$ cat src/rtl/z80_ixiy_imm_seq_pkg.sv
// Shared constants for the DD/FD 21 nn nn (LD IX/IY,nn) sequencer.
// CYCLE_* values mirror the encodings of the common z80.vh header.
package z80_ixiy_imm_seq_pkg;

  localparam logic [2:0] CYCLE_NONE     = 3'd0;
  localparam logic [2:0] CYCLE_M1       = 3'd1;
  localparam logic [2:0] CYCLE_RDWR_MEM = 3'd2;

  localparam logic [7:0] PFX_IX    = 8'hDD;
  localparam logic [7:0] PFX_IY    = 8'hFD;
  localparam logic [7:0] OPC_LD_NN = 8'h21;

  localparam logic [2:0] T_LEN_M1  = 3'd4;
  localparam logic [2:0] T_LEN_MEM = 3'd3;

  function automatic logic is_index_prefix(input logic [7:0] b);
    return (b == PFX_IX) || (b == PFX_IY);
  endfunction

endpackage

$ cat src/rtl/z80_ixiy_imm_seq_if.sv
// Request, memory-bus and register-write signals of the sequencer.
// master = requester/memory side, slave = the sequencer itself.
interface z80_ixiy_imm_seq_if;
  logic        start;
  logic [15:0] ip_in;
  logic        busy;
  logic [2:0]  mcycle_type;
  logic [2:0]  tstate;
  logic [15:0] bus_addr;
  logic        wait_n;
  logic [7:0]  bus_data;
  logic        reg_we;
  logic        reg_sel_iy;
  logic [15:0] reg_wdata;
  logic [15:0] ip_out;
  logic        done;
  logic        illegal;

  modport master (
    output start, ip_in, wait_n, bus_data,
    input  busy, mcycle_type, tstate, bus_addr, reg_we, reg_sel_iy,
           reg_wdata, ip_out, done, illegal
  );

  modport slave (
    input  start, ip_in, wait_n, bus_data,
    output busy, mcycle_type, tstate, bus_addr, reg_we, reg_sel_iy,
           reg_wdata, ip_out, done, illegal
  );
endinterface

$ cat src/rtl/z80_tstate_counter.sv
// T-state counter for one M-cycle: counts 1..len, holds in T2 while wait_n=0,
// returns to 0 after the last T-state unless a new M-cycle is loaded.
module z80_tstate_counter (
  input  logic       clk,
  input  logic       rst_n,
  input  logic       i_load,
  input  logic [2:0] i_len,
  input  logic       i_wait_n,
  output logic [2:0] o_tstate,
  output logic       o_last
);

  logic [2:0] r_tstate;
  logic [2:0] r_len;
  logic       w_hold;

  assign w_hold   = (r_tstate == 3'd2) && !i_wait_n;
  assign o_last   = (r_tstate != 3'd0) && (r_tstate == r_len);
  assign o_tstate = r_tstate;

  // NOTE: non-blocking assignments so every register samples pre-edge values.
  always_ff @(posedge clk or negedge rst_n) begin
    if (!rst_n) begin
      r_tstate <= 3'd0;
      r_len    <= 3'd0;
    end else if (i_load) begin
      r_tstate <= 3'd1;
      r_len    <= i_len;
    end else if (o_last) begin
      r_tstate <= 3'd0;
    end else if (r_tstate != 3'd0 && !w_hold) begin
      r_tstate <= r_tstate + 3'd1;
    end
  end

endmodule

$ cat src/rtl/z80_ixiy_imm_seq.sv
// Executes one DD/FD 21 nn nn (LD IX,nn / LD IY,nn): two opcode fetches, two
// operand reads, then a one-cycle register write or a one-cycle abort.
module z80_ixiy_imm_seq
  import z80_ixiy_imm_seq_pkg::*;
(
  input logic               clk,
  input logic               reset_n,
  z80_ixiy_imm_seq_if.slave bus
);

  typedef enum logic [2:0] {
    S_IDLE, S_PFX, S_OPC, S_RDLO, S_RDHI, S_WB, S_ABT
  } state_e;

  state_e      r_state, w_state_nxt;
  logic [15:0] r_ip;
  logic [15:0] r_nn;
  logic [15:0] r_abt_ip;
  logic [7:0]  r_byte;
  logic        r_iy;

  logic        w_load;
  logic [2:0]  w_len;
  logic [2:0]  w_tstate;
  logic        w_last;
  logic        w_capture;
  logic [15:0] w_addr;

  z80_tstate_counter u_tcnt (
    .clk      (clk),
    .rst_n    (reset_n),
    .i_load   (w_load),
    .i_len    (w_len),
    .i_wait_n (bus.wait_n),
    .o_tstate (w_tstate),
    .o_last   (w_last)
  );

  // Read data is valid on the edge that ends T2 without a pending wait.
  assign w_capture = (w_tstate == 3'd2) && bus.wait_n;

  // NOTE: every always_comb output gets a default first, so no latch is inferred.
  always_comb begin
    w_state_nxt = r_state;
    w_load      = 1'b0;
    w_len       = T_LEN_M1;
    unique case (r_state)
      S_IDLE: if (bus.start) begin
        w_state_nxt = S_PFX;
        w_load      = 1'b1;
      end
      S_PFX: if (w_last) begin
        if (is_index_prefix(r_byte)) begin
          w_state_nxt = S_OPC;
          w_load      = 1'b1;
        end else begin
          w_state_nxt = S_ABT;
        end
      end
      S_OPC: if (w_last) begin
        if (r_byte == OPC_LD_NN) begin
          w_state_nxt = S_RDLO;
          w_load      = 1'b1;
          w_len       = T_LEN_MEM;
        end else begin
          w_state_nxt = S_ABT;
        end
      end
      S_RDLO: if (w_last) begin
        w_state_nxt = S_RDHI;
        w_load      = 1'b1;
        w_len       = T_LEN_MEM;
      end
      S_RDHI:  if (w_last) w_state_nxt = S_WB;
      S_WB:    w_state_nxt = S_IDLE;
      S_ABT:   w_state_nxt = S_IDLE;
      default: w_state_nxt = S_IDLE;
    endcase
  end

  always_comb begin
    w_addr          = 16'h0000;
    bus.mcycle_type = CYCLE_NONE;
    bus.reg_we      = 1'b0;
    bus.reg_sel_iy  = 1'b0;
    bus.reg_wdata   = 16'h0000;
    bus.ip_out      = 16'h0000;
    bus.done        = 1'b0;
    bus.illegal     = 1'b0;
    unique case (r_state)
      S_PFX:  begin w_addr = r_ip;          bus.mcycle_type = CYCLE_M1;       end
      S_OPC:  begin w_addr = r_ip + 16'd1;  bus.mcycle_type = CYCLE_M1;       end
      S_RDLO: begin w_addr = r_ip + 16'd2;  bus.mcycle_type = CYCLE_RDWR_MEM; end
      S_RDHI: begin w_addr = r_ip + 16'd3;  bus.mcycle_type = CYCLE_RDWR_MEM; end
      S_WB: begin
        bus.reg_we     = 1'b1;
        bus.reg_sel_iy = r_iy;
        bus.reg_wdata  = r_nn;
        bus.ip_out     = r_ip + 16'd4;
        bus.done       = 1'b1;
      end
      S_ABT: begin
        bus.ip_out  = r_abt_ip;
        bus.done    = 1'b1;
        bus.illegal = 1'b1;
      end
      default: ;
    endcase
  end

  assign bus.bus_addr = w_addr;
  assign bus.busy     = (r_state != S_IDLE);
  assign bus.tstate   = w_tstate;

  always_ff @(posedge clk or negedge reset_n) begin
    if (!reset_n) begin
      r_state  <= S_IDLE;
      r_ip     <= 16'h0000;
      r_nn     <= 16'h0000;
      r_abt_ip <= 16'h0000;
      r_byte   <= 8'h00;
      r_iy     <= 1'b0;
    end else begin
      r_state <= w_state_nxt;
      if (r_state == S_IDLE && bus.start) r_ip <= bus.ip_in;
      if (w_capture) begin
        unique case (r_state)
          S_PFX, S_OPC: r_byte     <= bus.bus_data;
          S_RDLO:       r_nn[7:0]  <= bus.bus_data;
          S_RDHI:       r_nn[15:8] <= bus.bus_data;
          default: ;
        endcase
      end
      // An abort reports the address just past the byte that was rejected.
      if ((r_state == S_PFX || r_state == S_OPC) && w_last)
        r_abt_ip <= w_addr + 16'd1;
      if (r_state == S_PFX && w_last) r_iy <= (r_byte == PFX_IY);
    end
  end

endmodule

$ cat src/flat_wrapper.sv
// flat-port wrapper written by rule: the top's interface ports become plain ports
module z80_ixiy_imm_seq_flat import z80_ixiy_imm_seq_pkg::*;
  (clk, reset_n, bus_start, bus_ip_in, bus_wait_n, bus_bus_data, bus_busy, bus_mcycle_type, bus_tstate, bus_bus_addr, bus_reg_we, bus_reg_sel_iy, bus_reg_wdata, bus_ip_out, bus_done, bus_illegal);
  z80_ixiy_imm_seq_if bus_i ();
  input logic clk;
  input logic reset_n;
  input wire logic [$bits(bus_i.start)-1:0] bus_start;
  input wire logic [$bits(bus_i.ip_in)-1:0] bus_ip_in;
  input wire logic [$bits(bus_i.wait_n)-1:0] bus_wait_n;
  input wire logic [$bits(bus_i.bus_data)-1:0] bus_bus_data;
  output wire logic [$bits(bus_i.busy)-1:0] bus_busy;
  output wire logic [$bits(bus_i.mcycle_type)-1:0] bus_mcycle_type;
  output wire logic [$bits(bus_i.tstate)-1:0] bus_tstate;
  output wire logic [$bits(bus_i.bus_addr)-1:0] bus_bus_addr;
  output wire logic [$bits(bus_i.reg_we)-1:0] bus_reg_we;
  output wire logic [$bits(bus_i.reg_sel_iy)-1:0] bus_reg_sel_iy;
  output wire logic [$bits(bus_i.reg_wdata)-1:0] bus_reg_wdata;
  output wire logic [$bits(bus_i.ip_out)-1:0] bus_ip_out;
  output wire logic [$bits(bus_i.done)-1:0] bus_done;
  output wire logic [$bits(bus_i.illegal)-1:0] bus_illegal;
  assign bus_i.start = bus_start;
  assign bus_i.ip_in = bus_ip_in;
  assign bus_i.wait_n = bus_wait_n;
  assign bus_i.bus_data = bus_bus_data;
  assign bus_busy = bus_i.busy;
  assign bus_mcycle_type = bus_i.mcycle_type;
  assign bus_tstate = bus_i.tstate;
  assign bus_bus_addr = bus_i.bus_addr;
  assign bus_reg_we = bus_i.reg_we;
  assign bus_reg_sel_iy = bus_i.reg_sel_iy;
  assign bus_reg_wdata = bus_i.reg_wdata;
  assign bus_ip_out = bus_i.ip_out;
  assign bus_done = bus_i.done;
  assign bus_illegal = bus_i.illegal;
  z80_ixiy_imm_seq u_core (.clk(clk), .reset_n(reset_n), .bus(bus_i));
endmodule
$ cat config.mk
export PLATFORM = sky130hd
export DESIGN_NAME = z80_ixiy_imm_seq_flat
export DESIGN_NICKNAME = d
export VERILOG_FILES = /design/src/rtl/z80_ixiy_imm_seq_pkg.sv /design/src/rtl/z80_ixiy_imm_seq_if.sv /design/src/rtl/z80_tstate_counter.sv /design/src/rtl/z80_ixiy_imm_seq.sv /design/src/flat_wrapper.sv
export SDC_FILE = /design/constraint.sdc
export NUM_CORES = 1
export LEC_CHECK = 0
export CAP_MARGIN = 10
export CORE_MARGIN = 10
export CORE_UTILIZATION = 40
export CTS_BUF_LIST = sky130_fd_sc_hd__clkbuf_8
export DETAILED_ROUTE_END_ITERATION = 7
export PLACE_DENSITY_LB_ADDON = 0.2
export SLEW_MARGIN = 25
export SYNTH_ARGS = -nofsm -noshare
export SYNTH_HDL_FRONTEND = slang
export SYNTH_SLANG_ARGS = --single-unit
$ cat constraint.sdc
create_clock -name clk -period 4.59 [get_ports clk]
set_input_delay 0.918 -clock clk [delete_from_list [all_inputs] [get_ports clk]]
set_output_delay 0.918 -clock clk [all_outputs]
set_load 0.02 [all_outputs]
---- After elaboration in Yosys (flattened, before gate mapping) ----
Cells that the tools add are included.
storage, ports and cells
  flip-flop bits (word level) ............. 66
  bits in latches ......................... 0
  RAM bits ................................ 0
  ROM bits ................................ 0
  input port bits ......................... 28
  word-level logic and storage cells ...... 83
  memories ................................ 0
operators by class
  add/subtract/negate cells ............... 6
  multipliers ............................. 0
  div/mod/pow operators ................... 0
  order comparisons ....................... 0
  equality and inequality tests ........... 16
  shifts and indexed selects .............. 0
  muxes and demuxes ....................... 30
  bitwise logic cells ..................... 0
  reduce and logical (&&, ||, !) cells .... 22
operator list
  cell                   number
  $pmux 16 s4            1
  $mux 3                 13
  $add 16x1->16 const B  2
  $add 16x2->16 const B  2
  $pmux 16 s2            1
  $add 16x3->16 const B  1
  $eq 8x8->1 const B     2
  $mux 16                1
  $pmux 3 s5             1
  $mux 1                 10
  $eq 3x2->1 const B     3
  $eq 3x3->1 const B     3
  $reduce_bool 3->1      3
  $eq 8x6->1 const B     1
  $ne 2x1->1 const B     4
  $logic_and 1x1->1      7
  $pmux 3 s2             1
  $reduce_and 2->1       3
  $reduce_or 2->1        3
  $reduce_and 5->1       1
  $pmux 1 s4             1
  $pmux 2 s2             1
  $add 3x1->3 const B    1
  $eq 3x1->1 const B     1
  5 further kinds        7

---- Depth between registers and ports, before layout ----
Gate-level depths: netlist of run 1.
  depth after elaboration ................. 7
  gate-level depth with buffers ........... 13
  gate-level depth less buffers ........... 11

---- Hierarchy ----
A second synthesis of run 1 with hierarchy kept.
unflattened totals
  cell total of the unflattened synthesis .. 515
  area total of the unflattened synthesis .. 4650.7 µm²
modules (own cells, without submodules)
  module              times used  cells each  area each (µm²)  seq. area each (µm²)
  z80_ixiy_imm_seq    1           485         4309.1           1501.4
  z80_tstate_counter  1           30          341.6            150.1

---- Least setup slack after synthesis of run 1 ----
Ideal clock, no wire load.
  path kind ............................... register to output
  from .................................... register u_core.r_state[2]
  to ...................................... output bus_bus_addr[13]
  arrival time ............................ 2.425 ns
  data required time ...................... 3.672 ns
  slack ................................... 1.247 ns
  cell stages (with the launch flop) ...... 10
  cell sequence ........................... dfrtp_1 -> buf_6 -> or3b_1 -> buf_6 -> inv_1 -> ha_1 -> a21oi_1 -> nor4_2 -> nor2_1 -> o31ai_1
on the way
  word-level cells in the longest chain between the ends .. 2
  elaborated cells between the ends (all ways) .. 5
  classes of those cells .................. eq/ne: 4; mux: 1
ends and longest elaborated chain
  element                                   RTL line                 text
  start, declared                           z80_ixiy_imm_seq.sv:15   state_e r_state, w_state_nxt;
  start signal, assigned                    z80_ixiy_imm_seq.sv:124  r_state <= w_state_nxt;
  $eq 3x3->1, or another cell as far along  z80_ixiy_imm_seq.sv:90   unique case (r_state)
  $pmux 16 s4 (*)                           z80_ixiy_imm_seq.sv:90
  end, declared                             flat_wrapper.sv:14       output wire logic [$bits(bus_i.bus_addr)-1:0] bus_bus_addr;
Mark *: on every way between the ends. The rest lies on a longest branch, timed or not.

---- Worst setup path after layout of run 1 ----
  from .................................... register u_core.r_state[1]
  to ...................................... output bus_bus_addr[3]
Same word-level chain as after synthesis.

==> results of run 1 <==
routing by layer:
layer | routed length, um | vias up | GRT usage
li1 | - | 1808 | -
met1 | 5160 | 1828 | 0.202
met2 | 5850 | 148 | 0.270
met3 | 1290 | 16 | 0.0606
met4 | 141 | 0 | 0.0444
met5 | 0 | - | 0
kinds of logic after synthesis:
logic type / share of synthesized area
AND/OR/NAND/NOR: 0.200
AO/OA/AOI/OAI: 0.195
flip-flops: 0.378
buffers and inverters: 0.0439
multiplexers: 0.104
XOR/XNOR: 0.0526
adder cells (fa/ha/maj): 0.0250
other: 0.000871
cells in the final DEF, fill, tap and decap left out, types with 11 or more instances in the layout:
cell type / count
nand2_1: 36
o21ai_0: 17
xnor2_1: 15
a21oi_1: 15
mux2_2: 39
a22o_1: 17
inv_1: 15
nor2_1: 31
and2_1: 22
dfrtp_1: 65
clkdlybuf4s50_1: 84
o31ai_1: 11
layout make-up:
class	count	area, um2
clock buffers	9	124
clock inverters	7	85.1
fillers	1000	4940
inverters	15	56.3
multi-input cells	344	2510
flip-flops and latches	65	1630
well taps	136	170
repair buffers	93	906
synth_stat cells (all sizes together) (10+ instances only):
cell    instances
a22o           17
xnor2          16
inv            15
clkbuf         15
o21ai          19
a21oi          16
o31ai          11
nor3           10
nand2          36
dfrtp          65
buf            12
mux2           39
and2           22
nor2           31
metrics by stage:
stage | hold WS (ps) | setup WS (ps)
after global routing | 509 | 8.82
after global placement | 461 | 624
final | 477 | 218
after CTS | 484 | 189
after floorplan | 441 | 1250
after detailed placement | 464 | 581
registers in the layout, indices dropped and copies added (netlist names):
register and count:
u_core.r_byte 8, u_core.r_ip 16, u_core.u_tcnt.o_tstate 3, u_core.r_state 3, u_core.r_iy 1, u_core.u_tcnt.r_len 2, u_core.r_abt_ip 16, u_core.r_nn 16
path summary, 6_finish.rpt:
check                                                from                              end  slack, ps
min in group asynchronous                         reset_n      u_core.r_ip[15]$_DFFE_PN0P_        670
setup reg to reg            u_core.r_state[1]$_DFFE_PN0P_  u_core.r_abt_ip[12]$_DFFE_PN0P_       1030
setup / recovery            u_core.r_state[1]$_DFFE_PN0P_                  bus_bus_addr[3]        220
max in group asynchronous                         reset_n       u_core.r_nn[7]$_DFFE_PN0P_       3030
hold / removal             u_core.r_abt_ip[1]$_DFFE_PN0P_   u_core.r_abt_ip[1]$_DFFE_PN0P_        480
hold reg to reg            u_core.r_abt_ip[1]$_DFFE_PN0P_   u_core.r_abt_ip[1]$_DFFE_PN0P_        480
worst reg2reg max path, cell delays in order (launching register included):
cell and delay [ps]:
dfrtp_1 380, or3b_1 510, inv_1 140, ha_1 250
a21o_1 170, a211oi_1 420, o32a_2 300, o2111ai_4 210
or4_1 590, or3_1 330, a31oi_1 180
timing repair:
| action | 4_1_cts | 5_1_grt |
|---|---|---|
| setup endpoints to repair | 0 | 1 |
| resized for setup | 0 | 1 |
| endpoints found under the hold margin | 0 | 0 |
power by group:
group / total, mW / internal (mW) / switching (mW)
registers: 1.10 / 0.811 / 0.286
clock network: 0.536 / 0.262 / 0.274
logic: 2.11 / 0.940 / 1.17
total: 3.74 / 2.01 / 1.73
==> run summary, run 1 <==
Clock-pin slew was measured on the worst setup and hold paths at 80 ps. The tools report the leakage power total as 2.23 nW. Most frequent cell on the critical path: inv_1. Area inside the core boundary: 10400 um2. The first detailed-routing pass took 5 iterations.

Dividing total power by cell area gives a power density of 684 nW/um2. The final route contains 3800 vias. The final standard cell utilization of the core came out at 0.526.

The post-route non-filler standard cell count is 669, and the proportion of netlist area held by the largest area contributor is 0.378. The floorplan step defined a die boundary enclosing 15300 um2. STA classifies the critical path endpoint as a primary output. Once detailed placement completed, the half-perimeter wirelength came to 9.38 mm.

The logs give 3804 for the number of global-route vias before repair and 2 for the maximum buffer depth of the clock tree. The number of different library cells used by synthesis comes to 69. TritonCTS built the clock tree. Post-synthesis cell area: 4300 um2. The run gives 3.74 mW as the total power consumption of the routed design.

The first global-routing pass estimated 20.1 mm of wire. The cell area after layout was 5480 um2. The first routing iteration left 196 violations. In this run the clock root is driven by a clkbuf_8. In this design, the stage delay of the slowest critical-path cell is 600 ps. Setup repair after global routing left no endpoint under its margin. The routed design could run at a clock period as short as 4370 ps. Counting both buffers and inverters, the worst setup path holds a total of 3. The routed design has 12.4 mm of wire. For the critical path data arrival time, the log shows 3450 ps. The number of standard-cell rows in the floorplan was 37; the detail-routed via count per cell was 5.68. The logs give 0 for the total congestion overflow after global routing and 0 for the number of routed nets with antenna violations.

The effective utilization at floorplan was 0.413. The run gives 0.165 as the global-route total usage across every layer. The fraction of final layout cells sized beyond drive strength 1 came out at 0.154. For this design, the CTS-stage hold fixing added 0 buffers. The logs give 0 for the hold violation total from the final report and 0 for the final routed DRC violation total. Counting every net in the synthesized netlist gives 487.

For the total placed instance area, the log shows 5250 um2. The most common flop cell mapped by yosys was dfrtp_1. Max-slew violation count: 0. Cell count of the worst reg-to-reg path: 10.

For the H-tree depth, the log shows 3. The worst-margin pin slew was 1060 ps; the maximum clock rate was 229 MHz. In this run, CTS created clock tree buffers numbering 9.

Walking the worst path, the cells encountered are or3b_1 -> inv_1 -> ha_1 -> a21oi_1 -> nor4_1 -> o32ai_1 -> inv_1 -> clkdlybuf4s50_1. The final cycle utilization of the critical path came out at 0.952. The flow ran to the end, and the final reports show no timing, DRC or antenna violations. The class of the worst hold path is flop to flop. The initial antenna violation count is 0, and the insertion delay of the later-clocked pin in the worst-skew pair is 360 ps. Of all cell types, the one taking the most synthesized area is dfrtp_1. The clock arrives with 11.1 ps of skew. Compared with the post-synthesis result, the final layout area differs by 27.3%. The count of buffers added on input and output ports is 85. The cell with the largest stage delay on the worst path is clkdlybuf4s50_1. The share of synthesized flip-flops with an asynchronous set or reset was 1.00; the post-CTS setup buffer count was 0.

For the sequential-to-total area share from yosys stat, the log shows 0.378. The cell family contributing the most delay on the critical path is buffers and inverters. The run gives 0 as the number of endpoints failing setup at the final stage.

For the total number of clock tree sinks, the log shows 65. 0 antenna diodes ended up in the layout. Number of max-cap violations: 0. The maximum fanout along the worst path came out at 6. The worst setup path is launched from a flop. After synthesis, the cell types taking the most area are dfrtp_1, mux2_2, a22o_1. The congestion estimate from routability-driven global placement came to 0.964.

In the final design database the tool counted 564 nets. The total negative slack for setup checks is 0 ps, and the number of storage elements in the synthesis netlist is 65. Class of the most critical setup path: flop to primary output. The total I/O pin count is 87, and the number of logic stages on the critical path including buffering is 8.

In this run the vertical extent of the chip is 124 um. The number of enable flip-flop cells after synthesis came out at 0. For the worst voltage drop across the vdd grid, the log shows 0.374 mV. Entering global routing, the biggest net connects 38 pins.

The tools report the relative max-transition margin as 0.289. At the worst endpoint, the required time is 3670 ps. The number of cells traversed by the worst hold path came out at 2. Averaged over all synthesized cells, the footprint is 9.54 um2. During synthesis, Yosys emitted a total of 0 warnings. Measured along the x axis, the die boundary spans 124 um. The logs give 653 for the placed instance count and 451 for the instance count of the mapped netlist.

Dividing the detail-routed wire length by the instance count gives 18.6 um.
(Power assumes the default switching activity.)
==> run 2: changes to the inputs <==
- CTS_CLUSTER_SIZE: default -> 30
- clock period: 4.59 -> 4.8 ns (I/O delays scaled with it)
==> run 2 against run 1 <==
  * Hold slack improved by 5.0 ps
  * Register-to-register slack gained 130 ps
  * Clock power fell by 11%
  * Global-route usage fell by 0.33 points
  * Utilization decreased by 0.31 points
  * Setup slack improved by 60 ps
  * Highest routed layer unchanged
  * Non-clock buffer count is 1 lower
  * Cell count fell by 0.15%
  * Combinational power is 6% lower
  * Critical path type unchanged
==> run summary, run 2 (same netlist as run 1, synthesis figures left out) <==
The flow ran to the end, and the final reports show no timing, DRC or antenna violations. Compared with the post-synthesis result, the final layout area differs by 26.5%. The smallest clock period supported by the final layout is computed as 4520 ps. The worst clock skew came out at 7.70 ps (-3.39 ps).

The cell count of the worst reg-to-reg path was 10 (unchanged). The insertion delay of the later-clocked pin in the worst-skew pair was 350 ps (about the same). The final cycle utilization of the critical path works out to 0.942.

Setup repair after global routing left no endpoint under its margin. The run gives 19.9 mm (-1.3%) as the first-pass GRT wire length. The portion of total power attributed to combinational logic was 0.566 (+0.002). The tools report the final antenna diode count as 0 (unchanged). The total power per unit cell area was 647 nW/um2 (-5.3%); the leakage power total was 2.23 nW (-0.12%). The clock transition at the register clock pins on the worst setup and hold paths after CTS is 70 ps (about the same).

The final routed DRC violation total was 0 (unchanged); the total negative slack for setup checks was 0 ps (unchanged). The run gives 0 (unchanged) as the number of max-cap violations. The buffer and inverter count on the worst path was 3 (unchanged); the area taken by flip-flops and latches was 1630 um2 (unchanged).

Worst-margin pin slew: 982 ps (-76.4 ps). The logs give 0 (unchanged) for the hold violation total from the final report and 87 (unchanged) for the total I/O pin count. The run gives 9.28 mm (-1.1%) as the total half-perimeter wirelength after legalization and detailed placement.

The largest stage delay on the critical path is 700 ps (+100 ps). TritonCTS built the clock tree. The run gives 3806 (+0.16%) as the total via count after detailed routing.

The tools report the number of global-route vias before repair as 3782 (-0.58%). The tools report the detailed-routing iteration count for the pre-antenna-repair pass as 4 (-1). The run gives 0.413 (unchanged) as the effective utilization at floorplan.

Leaving out fill and tap cells, the most frequent cell in the layout is clkdlybuf4s50_1. The tools report the final wirelength as 12.4 mm (-0.48%). The run gives 2500 um2 (-0.45%) as the multi-input gate area in the final layout.

Derived from the worst setup path, the maximum achievable clock frequency is 221 MHz. The critical path is of the flop to primary output type. The tools report the element type at the critical path end as a primary output. The detail-routed via count per cell is 5.70 (+0.31%). The master cell of the clock root buffer is clkbuf_8. The tools report the number of clock buffers inserted by TritonCTS as 9 (unchanged).

The logs give 0 (unchanged) for the number of instances resized during post-cts repair and 1.62 mW (-6.3%) for the reported net switching power. Broken down by cell family, the worst path's largest delay share belongs to compound AO/OA/AOI/OAI gates. The average routed wire per standard cell was 18.5 um (-0.33%); the number of standard-cell rows in the floorplan was 37 (unchanged). The logs give 0 (unchanged) for the count of hold buffers inserted by post-cts repair and 2 (unchanged) for the maximum buffer depth of the clock tree. The horizontal die dimension is 124 um (unchanged). The fraction of final layout cells sized beyond drive strength 1 was 0.152 (-0.00159); the total number of nets in the final design was 563 (-0.18%). Internal cell power: 1.90 mW (-5.5%).

The run gives 0.981 (+1.8%) as the final RePlAce weighted congestion. The maximum fanout along the worst path works out to 7 (+1). The logs give 3560 ps (+110 ps) for the critical path data arrival time and 0 (unchanged) for the number of endpoints failing setup at the final stage. The post-route non-filler standard cell count came out at 668 (-0.15%).

The run gives 0 (unchanged) as the total congestion overflow after global routing. The worst setup path is launched from a flop. The total number of clock tree sinks came out at 65 (unchanged).

The library cells used most frequently in the layout, excluding fill and tap cells, are clkdlybuf4s50_1, dfrtp_1, mux2_2. In the final layout, the registers with the most flip-flops are u_core.r_abt_ip: 16 flops, u_core.r_ip: 16 flops, u_core.r_nn: 16 flops. The sequential power share was 0.299 (+0.006). The pin count of the biggest net entering global routing is 40 (+5.3%), and the placed instance count is 652 (-0.15%).

Relative max-transition margin: 0.340 (+0.0513). The switching portion of total power was 0.460 (-0.00215). The class of the worst hold path was flop to flop. The post-CTS setup buffer count was 0 (unchanged). Number of cells traversed by the worst hold path: 2 (unchanged).

The cell with the largest stage delay on the worst path was clkdlybuf4s50_1. For the starting DRC count in detailed routing, the log shows 241 (+23%). The die boundary height is 124 um (unchanged).

The data required time of the critical path was 3840 ps (+170 ps); the initial antenna violation count was 0 (unchanged). The number of logic stages on the critical path including buffering works out to 8 (unchanged). For the H-tree depth, the log shows 3 (unchanged).

The signal on the critical path passes through or3b_1 -> inv_1 -> fa_1 -> inv_1 -> o32ai_2 -> a21oi_1 -> a21oi_1 -> clkdlybuf4s50_1. The logs give 0.252 mV (-33%) for the worst voltage drop across the vdd grid and 15300 um2 (unchanged) for the full die area. The logs give 0.162 (-0.00326) for the global-route total usage across every layer and 0.136 (-0.007) for the part of the power in the clock network.

The number of input and output port buffers inserted was 85 (unchanged); the fill cell instance count of the final layout was 985 (-1.5%). Number of routed nets with antenna violations: 0 (unchanged). Area inside the core boundary: 10400 um2 (unchanged).

The max-slew violation count is 0 (unchanged).
run 2: power by group through the flow:
stage	registers [mW]	clock network (mW)	logic, mW
after floorplan	0.956	0	1.40
after global placement	1.05	0	1.97
after detailed placement	1.06	0	1.99
after CTS	1.05	0.488	2.00
after global routing	1.10	0.515	2.18
final	1.05	0.478	1.99
run 2: worst min-delay path: stages, from the launching register on:
cell	delay, ps
dfrtp_1	350
nand2_1	40
o21ai_0	60
run 2: final cells by class:
cell class,instances,share of cell area
Inverter,15,0.0103
Tap cell,136,0.0312
Timing Repair Buffer,92,0.165
Multi-Input combinational cell,344,0.459
Clock inverter,7,0.0131
Clock buffer,9,0.0227
Sequential cell,65,0.299
run 2: per-stage QoR:
step                cell area, um2  power, mW  setup slack (ps)  utilization  hold WS, ps
finish                        5450       3.52               278        0.523          482
global route                  5450       3.79               101        0.523          519
CTS                           5440       3.54               282        0.522          486
global placement              5250       3.02               748        0.504          460
floorplan                     4300       2.36              1410            -          441
detailed placement            5250       3.06               668        0.504          467
run 2: worst paths after layout:
kind | slack, ps | start | end
max | 280 | u_core.r_state[1]$_DFFE_PN0P_ | bus_bus_addr[10]
min | 480 | u_core.r_abt_ip[4]$_DFFE_PN0P_ | u_core.r_abt_ip[4]$_DFFE_PN0P_
max reg2reg | 1160 | u_core.r_state[1]$_DFFE_PN0P_ | u_core.r_abt_ip[12]$_DFFE_PN0P_
min reg2reg | 480 | u_core.r_abt_ip[4]$_DFFE_PN0P_ | u_core.r_abt_ip[4]$_DFFE_PN0P_
max in group asynchronous | 3240 | reset_n | u_core.r_byte[3]$_DFFE_PN0P_
min in group asynchronous | 630 | reset_n | u_core.r_abt_ip[5]$_DFFE_PN0P_
run 2: per-layer routing:
metal	share of wire	global-route usage
met5	0	0
met4	0.016	0.0546
met1	0.42	0.201
met3	0.10	0.0597
met2	0.46	0.255
==> RTL change (config.mk and constraints of run 2) <==
Encoding of `state_e`: now one-hot (7 bits for 7 states).
--- a/src/rtl/z80_ixiy_imm_seq.sv
+++ b/src/rtl/z80_ixiy_imm_seq.sv
@@ -9,6 +9,6 @@
 );
 
-  typedef enum logic [2:0] {
-    S_IDLE, S_PFX, S_OPC, S_RDLO, S_RDHI, S_WB, S_ABT
+  typedef enum logic [6:0] {
+    S_IDLE = 7'b0000001, S_PFX = 7'b0000010, S_OPC = 7'b0000100, S_RDLO = 7'b0001000, S_RDHI = 7'b0010000, S_WB = 7'b0100000, S_ABT = 7'b1000000
   } state_e;
 
Formal check against the unedited RTL: same outputs for any inputs over 10 cycles, from zero or initial values and one cycle with reset_n low; not proved beyond that.
==> RTL change against run 2 <==
- routed wire length up 0.78%
- fmax decreased by 0.95%
- setup slack worse by 0.043 ns
- highest routed layer unchanged
- utilization fell by 0.61 points
- synthesized area rose by 1.9%
- die area rose by 1.6%
- power decreased by 29%
- critical path depth grew 4
- sequential share of layout area up 1.1 points
- sequential cell count is 4 higher
- combinational power fell by 47%
- cell area increased by 2.4%
- clock skew increased by 0.0048 ns
- critical path type unchanged
==> RTL change: results (changes against run 2) <==
* Setup CP Type: flip-flop to primary output
* Gate count after technology mapping at 463 (+2.7%)
* Fill cell total of the finished layout at 1025 (+4.1%)
* Area of placed instances at 0.00533 mm2 (+1.6%)
* R2R setup slack at 0.91 ns (-0.25 ns)
* Leakage at 0.00235 uW (+5.3%)
* Worst relative slew slack at 0.349 (+0.00822)
* Maximum fanout encountered on the critical timing path at 6 (-1)
* Combined global-route utilization of all metal layers at 0.156 (-0.00580)
* Share of cells above drive strength 1 at 0.150 (-0.00253)
* Maximum number of pins on one net before global-route repair at 42 (+5.0%)
* DRT iter0 DRCs at 272 (+13%)
* Worst slack after detailed placement at 0.564 ns (-0.104 ns)
* Final weighted congestion in routability-driven placement at 0.909 (-7.4%)
* Longest individual stage delay on the worst path at 0.62 ns (-0.08 ns)
* Number of antenna violations at the first check in global routing at 1 (+1)
* Count of unique library cells instantiated by Yosys at 70 (+1.4%)
* Total wirelength of the detailed-routed design at 12500 um (+0.78%)
* Post-CTS setup buffers at 0 (unchanged)
* Detailed-placement wirelength estimate at 9370 um (+1.0%)
* Count of cells along the worst hold path at 2 (unchanged)
* Hold worst-path end: u_core.r_abt_ip[1]
* Sequential-to-total area share from yosys stat at 0.394 (+0.0161)
* Largest registers: u_core.r_abt_ip (16), u_core.r_ip (16), u_core.r_nn (16)
* Largest cells by area after synthesis: sky130_fd_sc_hd__dfrtp_1 (39%), sky130_fd_sc_hd__mux2_2 (11%), sky130_fd_sc_hd__nand2_1 (4.3%)
* Diodes inserted at 0 (unchanged)
* Critical path arrival at 3.61 ns (+0.05 ns)
* Total vias in the final route at 3873 (+1.8%)
* Async S/R FF share, synth at 1.00 (unchanged)
* Result of the run: complete, no violations
* Final Hold Slack at 0.480 ns (-0.00169 ns)
* Post-Synthesis Net Count at 499 (+2.5%)
* Ranking of synthesized cells by instance count: sky130_fd_sc_hd__dfrtp_1 (68), sky130_fd_sc_hd__nand2_1 (50), sky130_fd_sc_hd__mux2_2 (41)
* Period utilisation layout at 0.951 (+0.00900)
* Crit Reg-Reg Startpoint: u_core.r_state[6]
* Largest delay contributor family on the critical path: buffers and inverters
* Count of placed standard cells including taps at 664 (+1.8%)
* Worst supply voltage drop on vdd at 175 uV (-31%)
* Clock skew at 0.0125 ns (+0.00483 ns)
* Worst r2r dst: u_core.r_abt_ip[15]
* Final standard cell count with taps included and fillers excluded at 681 (+1.9%)
* Min-delay src: u_core.r_abt_ip[1]
* Number of detailed-route iterations in the first pass at 5 (+1)
* R2r worst-path depth at 13 (+3)
* First-pass GRT wire length at 20400 um (+3.0%)
* Nets at 573 (+1.8%)
* Buffer cell driving the clock tree root: sky130_fd_sc_hd__clkbuf_8
* Cts bufs inserted at 9 (unchanged)
RTL change: cell types whose count changed after synthesis, sizes merged, moves of 5 or more:
cell           run 2  this run
nor3              10        15
nand2             36        50
nand3              9        16
buf               12         5
nand4              5        10
nor2              31        22
o31ai             11         6
clkbuf            15        26
RTL change: cell families after synthesis:
kind of cell               Yosys count  synth area share
xor gates and xnor gates            25            0.0499
other                                1          0.000855
and+or+nand+nor                    174             0.215
adders and majority gates            8            0.0245
DFF                                 69             0.394
muxes                               43             0.110
buffers and inverters               44            0.0411
AOI/OAI and AO/OA                   99             0.165
RTL change: through the flow:
stage / total power, uW / util
after detailed placement: 2010 / 0.494
after CTS: 2520 / 0.513
after floorplan: 1640 / -
final: 2510 / 0.517
after global placement: 1990 / 0.494
after global routing: 2700 / 0.517
RTL change: final cells by class:
class | instances | share of cell area
multi-input cells | 350 | 0.446
flip-flops and latches | 69 | 0.310
repair buffers | 94 | 0.167
well taps | 140 | 0.0314
clock buffers | 11 | 0.0271
clock inverters | 4 | 0.00987
inverters | 13 | 0.00875
RTL change: timing repair:
| action | in CTS | in global routing |
|---|---|---|
| hold buffers | 0 | 0 |
| hold endpoints to repair | 0 | 0 |
| gates resized for setup | 0 | 2 |
| setup endpoints to repair | 0 | 2 |
RTL change: power breakdown:
part / switching, uW / internal [uW]
registers: 242 / 724
clock network: 232 / 268
logic: 562 / 484
total: 1040 / 1480
RTL change: routing by layer:
metal	vias to the layer above	track usage	wire length, um
met2	123	0.260	6010
li1	1826	-	-
met5	-	0	0
met1	1912	0.182	5190
met3	12	0.0664	1180
met4	0	0.0356	93
